`src/rtl/dcache_port_arbiter.sv`:
```
// dcache_port_arbiter: shares the single D-cache port between the load path and the store-buffer drain
//  clk, rst                                  clock, synchronous active-high reset
//  ld_req/ld_addr/ld_size/flush              memory-stage load request, held until ld_done or flush
//  ld_done/ld_data                           1-cycle load completion pulse and registered data
//  sb_wenable/sb_addr/sb_value/sb_size       store-buffer head store
//  sb_full                                   store buffer full, forces store priority
//  store_success                             1-cycle pulse, head store written
//  cache_req/we/addr/wdata/size              held cache request, stable until cache_done
//  cache_done/cache_rdata                    cache completion and read data
module dcache_port_arbiter #(
   parameter int WORD_SIZE        = 32,
   parameter int WIDTH            = 32,
   parameter int SIZE_WRITE_WIDTH = 2,
   parameter int STARVE_LIMIT     = 4
) (
   input  logic                        clk,
   input  logic                        rst,
   input  logic                        ld_req,
   input  logic [WIDTH-1:0]            ld_addr,
   input  logic [SIZE_WRITE_WIDTH-1:0] ld_size,
   input  logic                        flush,
   output logic                        ld_done,
   output logic [WORD_SIZE-1:0]        ld_data,
   input  logic                        sb_wenable,
   input  logic [WIDTH-1:0]            sb_addr,
   input  logic [WORD_SIZE-1:0]        sb_value,
   input  logic [SIZE_WRITE_WIDTH-1:0] sb_size,
   input  logic                        sb_full,
   output logic                        store_success,
   output logic                        cache_req,
   output logic                        cache_we,
   output logic [WIDTH-1:0]            cache_addr,
   output logic [WORD_SIZE-1:0]        cache_wdata,
   output logic [SIZE_WRITE_WIDTH-1:0] cache_size,
   input  logic                        cache_done,
   input  logic [WORD_SIZE-1:0]        cache_rdata
);
   localparam int CW = $clog2(STARVE_LIMIT + 1);
   typedef enum logic [1:0] {IDLE, LOAD, STORE, RESP} state_t;
   state_t          state;
   logic [CW-1:0]   starve_cnt;
   logic            kill;
   logic            ld_ok, store_pri, grant_st, grant_ld;
   always_comb begin
      ld_ok     = ld_req & ~flush;
      store_pri = sb_full | (starve_cnt >= CW'(STARVE_LIMIT));
      grant_st  = sb_wenable & (store_pri | ~ld_ok);
      grant_ld  = ~grant_st & ld_ok;
   end
   // pulses are raised on the cache_done edge so they are visible during the RESP cycle
   always_ff @(posedge clk) begin
      if (rst) begin
         state         <= IDLE;
         starve_cnt    <= '0;
         kill          <= 1'b0;
         ld_done       <= 1'b0;
         store_success <= 1'b0;
         cache_req     <= 1'b0;
         cache_we      <= 1'b0;
         ld_data       <= '0;
         cache_addr    <= '0;
         cache_wdata   <= '0;
         cache_size    <= '0;
      end else begin
         ld_done       <= 1'b0;
         store_success <= 1'b0;
         case (state)
            IDLE: begin
               kill <= 1'b0;
               if (grant_st | grant_ld) begin
                  cache_req   <= 1'b1;
                  cache_we    <= grant_st;
                  cache_addr  <= grant_st ? sb_addr : ld_addr;
                  cache_size  <= grant_st ? sb_size : ld_size;
                  cache_wdata <= sb_value;
                  state       <= grant_st ? STORE : LOAD;
               end
               if (grant_st)
                  starve_cnt <= '0;
               else if (grant_ld & sb_wenable & (starve_cnt < CW'(STARVE_LIMIT)))
                  starve_cnt <= starve_cnt + CW'(1);
            end
            LOAD: begin
               kill <= kill | flush;
               if (cache_done) begin
                  cache_req <= 1'b0;
                  ld_data   <= cache_rdata;
                  ld_done   <= ~(kill | flush);
                  state     <= RESP;
               end
            end
            STORE: begin
               if (cache_done) begin
                  cache_req     <= 1'b0;
                  store_success <= 1'b1;
                  state         <= RESP;
               end
            end
            default: state <= IDLE;
         endcase
      end
   end
endmodule

```
`config.mk`:
```
export PLATFORM = sky130hd
export DESIGN_NAME = dcache_port_arbiter
export DESIGN_NICKNAME = d
export VERILOG_FILES = /design/src/rtl/dcache_port_arbiter.sv
export SDC_FILE = /design/constraint.sdc
export NUM_CORES = 1
export LEC_CHECK = 0
export ABC_CLOCK_PERIOD_IN_PS = 3950
export BUFFER_PORTS_ARGS = -buffer_cell sky130_fd_sc_hd__buf_2
export CAP_MARGIN = 20
export CORE_ASPECT_RATIO = 0.5
export CORE_MARGIN = 1
export CORE_UTILIZATION = 40
export CTS_BUF_LIST = sky130_fd_sc_hd__clkbuf_16
export DETAILED_ROUTE_END_ITERATION = 6
export PLACE_DENSITY = 0.81
export SLEW_MARGIN = 10
export SYNTH_ARGS = -nofsm -noshare
export SYNTH_HDL_FRONTEND = slang
export SYNTH_SLANG_ARGS = --single-unit
```
`constraint.sdc`:
```
create_clock -name clk -period 3.95 [get_ports clk]
set_input_delay 0.1975 -clock clk [delete_from_list [all_inputs] [get_ports clk]]
set_output_delay 0.1975 -clock clk [all_outputs]
set_load 0.01 [all_outputs]
```
==> run_summary.xml <==
<?xml version="1.0" encoding="UTF-8"?>
<metrics>
  <group name="finish">
    <metric name="layoutNonFillerInstCount" unit="">887</metric>
    <metric name="num-fill-cells" unit="">969</metric>
    <metric name="drive_above_1_share" unit="">0.367</metric>
    <metric name="final_nets" unit="">886</metric>
    <metric name="flow.area_growth_from_synthesis" unit="%">36.6</metric>
    <metric name="fin_area" unit="sq um">5740</metric>
    <metric name="antenna_cells_inserted" unit="">0</metric>
    <metric name="fin_util" unit="">0.562</metric>
  </group>
  <group name="synthesis">
    <metric name="share_of_synthesized_flip_flops_with_an_asynchronous_set_or_reset" unit="">0</metric>
    <metric name="synth-seq-cells" unit="">108</metric>
    <metric name="synth_top_cell_by_area" unit="">sky130_fd_sc_hd__dfxtp_1</metric>
    <metric name="syn_nets" unit="">672</metric>
    <metric name="synthAdderAreaFrac" unit="">0.0149</metric>
    <metric name="portion_of_netlist_area_occupied_by_mux_cells" unit="">0</metric>
    <metric name="synth-edff-count" unit="">0</metric>
    <metric name="largest_family_of_logic_cells_by_synthesized_area" unit="">simple AND/OR/NAND/NOR gates</metric>
    <metric name="syn_area" unit="sq um">4200</metric>
    <metric name="post_synth.cell_area_avg" unit="sq um">7.96</metric>
    <metric name="area_share_of_the_largest_cell_type_after_synthesis" unit="">0.514</metric>
    <metric name="synth-main-ff-cell" unit="">sky130_fd_sc_hd__dfxtp_1</metric>
    <metric name="synthesis.yosys.warnings" unit="">0</metric>
    <metric name="synth.cells.most_frequent" unit="">168 x sky130_fd_sc_hd__nand2_1, 108 x sky130_fd_sc_hd__dfxtp_1, 94 x sky130_fd_sc_hd__a21oi_1</metric>
    <metric name="syn-instance-count" unit="">528</metric>
    <metric name="synthSimpleGateAreaFrac" unit="">0.211</metric>
    <metric name="synth_compound_gate_area_share" unit="">0.208</metric>
    <metric name="synth_cell_type_count" unit="">28</metric>
    <metric name="synth.area.top_cells" unit="">sky130_fd_sc_hd__dfxtp_1 51%, sky130_fd_sc_hd__nand2_1 15%, sky130_fd_sc_hd__a21oi_1 11%</metric>
    <metric name="yosys.area_share.xor_xnor" unit="">0</metric>
    <metric name="synth.yosys.seq_area_share" unit="">0.514</metric>
    <metric name="synth.most_common_cell" unit="">sky130_fd_sc_hd__nand2_1</metric>
  </group>
  <group name="sta">
    <metric name="worst_slew_pin_slew" unit="ps">737</metric>
    <metric name="finalHoldWorstSlack" unit="ps">90.4</metric>
    <metric name="layout_min_cycle_time" unit="ps">2250</metric>
    <metric name="timing.final.ws_setup" unit="ps">1700</metric>
    <metric name="report.final.slew_viol_count" unit="">0</metric>
    <metric name="final_min_period_over_clock_period" unit="">0.569</metric>
    <metric name="grt_setup_unrepaired" unit="">no</metric>
    <metric name="finalHoldViolCount" unit="">0</metric>
    <metric name="max_freq" unit="MHz">445</metric>
    <metric name="fin_skew" unit="ps">5.61</metric>
    <metric name="fin_tns_setup" unit="ps">0</metric>
    <metric name="slew_headroom" unit="">0.507</metric>
    <metric name="final_number_of_setup_violating_endpoints" unit="">0</metric>
  </group>
  <group name="clock_tree">
    <metric name="ctsLongestPathBuffers" unit="">2</metric>
    <metric name="post_cts_clock_slew_at_the_launch_and_capture_registers_of_the_worst_setup_and_hold_paths" unit="ps">70</metric>
    <metric name="postCtsSetupRepairBufs" unit="">0</metric>
    <metric name="ctsRootBufferMaster" unit="">sky130_fd_sc_hd__clkbuf_16</metric>
    <metric name="cts_tree" unit="">yes</metric>
    <metric name="cts_inserted_buffers" unit="">9</metric>
    <metric name="clk_latency" unit="ps">340</metric>
    <metric name="cts.sink_count" unit="">108</metric>
    <metric name="cts-htree-levels" unit="">3</metric>
    <metric name="cts-hold-fix-buffers" unit="">0</metric>
    <metric name="cts_repair_resize_count" unit="">0</metric>
  </group>
  <group name="worst_hold_path">
    <metric name="hold_start" unit="">cache_rdata[11]</metric>
    <metric name="hold_class" unit="">in -&gt; reg</metric>
    <metric name="worst_hold_path.num_cells" unit="">3</metric>
    <metric name="endpoint_of_the_worst_hold_timing_path" unit="">ld_data[11]$_SDFFE_PP0P_</metric>
  </group>
  <group name="placement">
    <metric name="gp_routability_congestion" unit="">0.803</metric>
    <metric name="place_ws" unit="ps">1720</metric>
    <metric name="dp_hpwl" unit="um">7850</metric>
    <metric name="placement.cell_area" unit="sq um">5400</metric>
    <metric name="port_buffers" unit="">240</metric>
    <metric name="placedCellCount" unit="">868</metric>
  </group>
  <group name="critical_path">
    <metric name="worstReg2RegEnd" unit="">cache_addr[9]$_SDFFE_PP0P_</metric>
    <metric name="worstPathArrival" unit="ps">2500</metric>
    <metric name="critPathRequiredTime" unit="ps">4200</metric>
    <metric name="regToRegStartpoint" unit="">state[0]$_SDFFE_PP0P_</metric>
    <metric name="worst_path_largest_cell_delay" unit="ps">570</metric>
    <metric name="reg2reg_slack" unit="ps">1700</metric>
    <metric name="timing.critical_path.max_delay_family" unit="">compound AO/OA/AOI/OAI gates</metric>
    <metric name="crit_type" unit="">reg -&gt; reg</metric>
    <metric name="timing.critical_path.from_type" unit="">flop</metric>
    <metric name="critPathSlowestCell" unit="">sky130_fd_sc_hd__o21a_2</metric>
    <metric name="reg2regPathDepth" unit="">6</metric>
    <metric name="path_buf_inv" unit="">2</metric>
    <metric name="crit_path_cell_trace" unit="">inv_1 &gt; ha_1 &gt; o21a_2 &gt; buf_4 &gt; nor2_1 &gt; a211oi_1</metric>
    <metric name="cp_max_fo" unit="">39</metric>
    <metric name="capturing_element_type_of_the_critical_path" unit="">flop</metric>
  </group>
  <group name="grt">
    <metric name="grt.total_usage" unit="">0.197</metric>
    <metric name="grt_first_pass_wirelength" unit="um">17400</metric>
    <metric name="globalRoute.totalOverflow" unit="">0</metric>
    <metric name="initial_antenna_violation_count" unit="">0</metric>
    <metric name="grt_start_max_net_pins" unit="">110</metric>
    <metric name="vias_in_the_first_global_route" unit="">3880</metric>
  </group>
  <group name="floorplan">
    <metric name="initial_core_util" unit="">0.412</metric>
    <metric name="ios" unit="">241</metric>
    <metric name="width_of_the_die" unit="um">147</metric>
    <metric name="floorplan.die.height" unit="um">74.5</metric>
    <metric name="area_of_the_placeable_core" unit="sq um">10200</metric>
    <metric name="rows" unit="">26</metric>
    <metric name="die-area" unit="sq um">10900</metric>
  </group>
  <group name="routing">
    <metric name="top_layer_used" unit="">met4</metric>
    <metric name="detail_route.iter0.violations" unit="">199</metric>
    <metric name="antenna_left" unit="">0</metric>
    <metric name="avgViaCountPerCell" unit="">4.83</metric>
    <metric name="route.met3.wl" unit="um">489</metric>
    <metric name="routed_wl" unit="um">11500</metric>
    <metric name="drt-pass1-iter-count" unit="">6</metric>
    <metric name="detailed_route_via_count" unit="">4286</metric>
    <metric name="route.met2.wl" unit="um">5900</metric>
    <metric name="met1_length" unit="um">4900</metric>
    <metric name="route.detailed.drc" unit="">1</metric>
    <metric name="avgRoutedWirePerCell" unit="um">12.9</metric>
  </group>
  <group name="power">
    <metric name="cellLeakagePower" unit="nW">2.72</metric>
    <metric name="fin_total_pwr" unit="mW">3.50</metric>
    <metric name="share_of_power_burned_in_the_clock_network" unit="">0.248</metric>
    <metric name="power_density_normalized_to_cell_area" unit="nW/um^2">609</metric>
    <metric name="netSwitchingPower" unit="mW">1.23</metric>
    <metric name="internal_power" unit="mW">2.27</metric>
    <metric name="vdd_drop_max" unit="uV">253</metric>
    <metric name="p_comb_frac" unit="">0.342</metric>
    <metric name="switching_share" unit="">0.351</metric>
    <metric name="sequential_cell_fraction_of_total_power" unit="">0.410</metric>
  </group>
  <group name="run_status">
    <metric name="outcome" unit="">finished with violations</metric>
    <metric name="failed_checks" unit="">DRC</metric>
  </group>
  <group name="job">
    <metric name="maxCapViolations" unit="">0</metric>
  </group>
</metrics>
[state kept, by name (all words and copies together), names as in the netlist]
register	count
cache_addr	32
cache_req	1
cache_size	2
cache_wdata	32
cache_we	1
kill	1
ld_data	32
ld_done	1
starve_cnt	3
state	2
store_success	1
[power by group through the flow]
| stage | sequential [mW] | combinational [mW] | clock [mW] |
|---|---|---|---|
| finish | 1.43 | 1.20 | 0.869 |
| global route | 1.46 | 1.34 | 0.935 |
| CTS | 1.43 | 1.19 | 0.896 |
| detailed placement | 1.46 | 1.18 | 0 |
| global placement | 1.45 | 1.16 | 0 |
| floorplan | 1.56 | 0.665 | 0 |
[metal layers]
metal	global-route usage	vias up
met5	0	-
met1	0.217	1973
met3	0.0442	16
met2	0.387	111
li1	-	2186
met4	0.0653	0
[cell type report]
type	count	area, sq um	share of cell area
well taps	140	175	0.0305
flip-flops and latches	108	2160	0.376
inverters	3	11.3	0.00196
clock inverters	7	58.8	0.0102
repair buffers	245	1280	0.222
multi-input cells	375	1840	0.320
clock buffers	9	225	0.0392
[tightest hold or removal path: cells and delay by family]
kind	cells	cell delay, ps
compound gates	1	50
simple gates	1	40
buf+inv	1	90
[kinds of logic (layout without fill, tap and decap cells)]
| family | count (synthesis) | after routing |
|---|---|---|
| AOI/OAI and AO/OA | 147 | 147 |
| adders and majority gates | 5 | 5 |
| buffers and inverters | 45 | 264 |
| DFF | 108 | 108 |
| and+or+nand+nor | 223 | 223 |
[worst max path at each step]
| stage | from | end | cells past startpoint |
|---|---|---|---|
| 6_report | state[0]$_SDFFE_PP0P_ | cache_addr[9]$_SDFFE_PP0P_ | 6 |
| 5_1_grt | state[0]$_SDFFE_PP0P_ | cache_addr[11]$_SDFFE_PP0P_ | 6 |
| 4_1_cts | state[0]$_SDFFE_PP0P_ | cache_addr[9]$_SDFFE_PP0P_ | 6 |
| 3_5_place_dp | state[0]$_SDFFE_PP0P_ | cache_addr[9]$_SDFFE_PP0P_ | 6 |
| 3_3_place_gp | state[0]$_SDFFE_PP0P_ | cache_addr[10]$_SDFFE_PP0P_ | 6 |
| 2_1_floorplan | state[0]$_SDFFE_PP0P_ | cache_wdata[23]$_SDFFE_PP0P_ | 8 |
[placed cells by master, fill, tap and decap left out, types with 2 or more instances in the layout]
cell	synthesis	layout
sky130_fd_sc_hd__clkinv_1	0	2
sky130_fd_sc_hd__o21ai_0	2	2
sky130_fd_sc_hd__a211oi_1	36	36
sky130_fd_sc_hd__dfxtp_1	108	108
sky130_fd_sc_hd__nand2_1	168	168
sky130_fd_sc_hd__clkinv_2	0	2
sky130_fd_sc_hd__buf_4	3	3
sky130_fd_sc_hd__nand4_1	2	2
sky130_fd_sc_hd__nor2_1	40	40
sky130_fd_sc_hd__a21oi_2	11	11
sky130_fd_sc_hd__clkbuf_16	0	9
sky130_fd_sc_hd__nor2b_1	2	2
sky130_fd_sc_hd__nand2b_1	2	2
sky130_fd_sc_hd__inv_1	3	4
sky130_fd_sc_hd__nor3_1	2	2
sky130_fd_sc_hd__buf_8	0	2
sky130_fd_sc_hd__buf_2	7	239
sky130_fd_sc_hd__a21oi_1	94	94
sky130_fd_sc_hd__ha_1	5	5
Power figures use the tool's default switching activity.
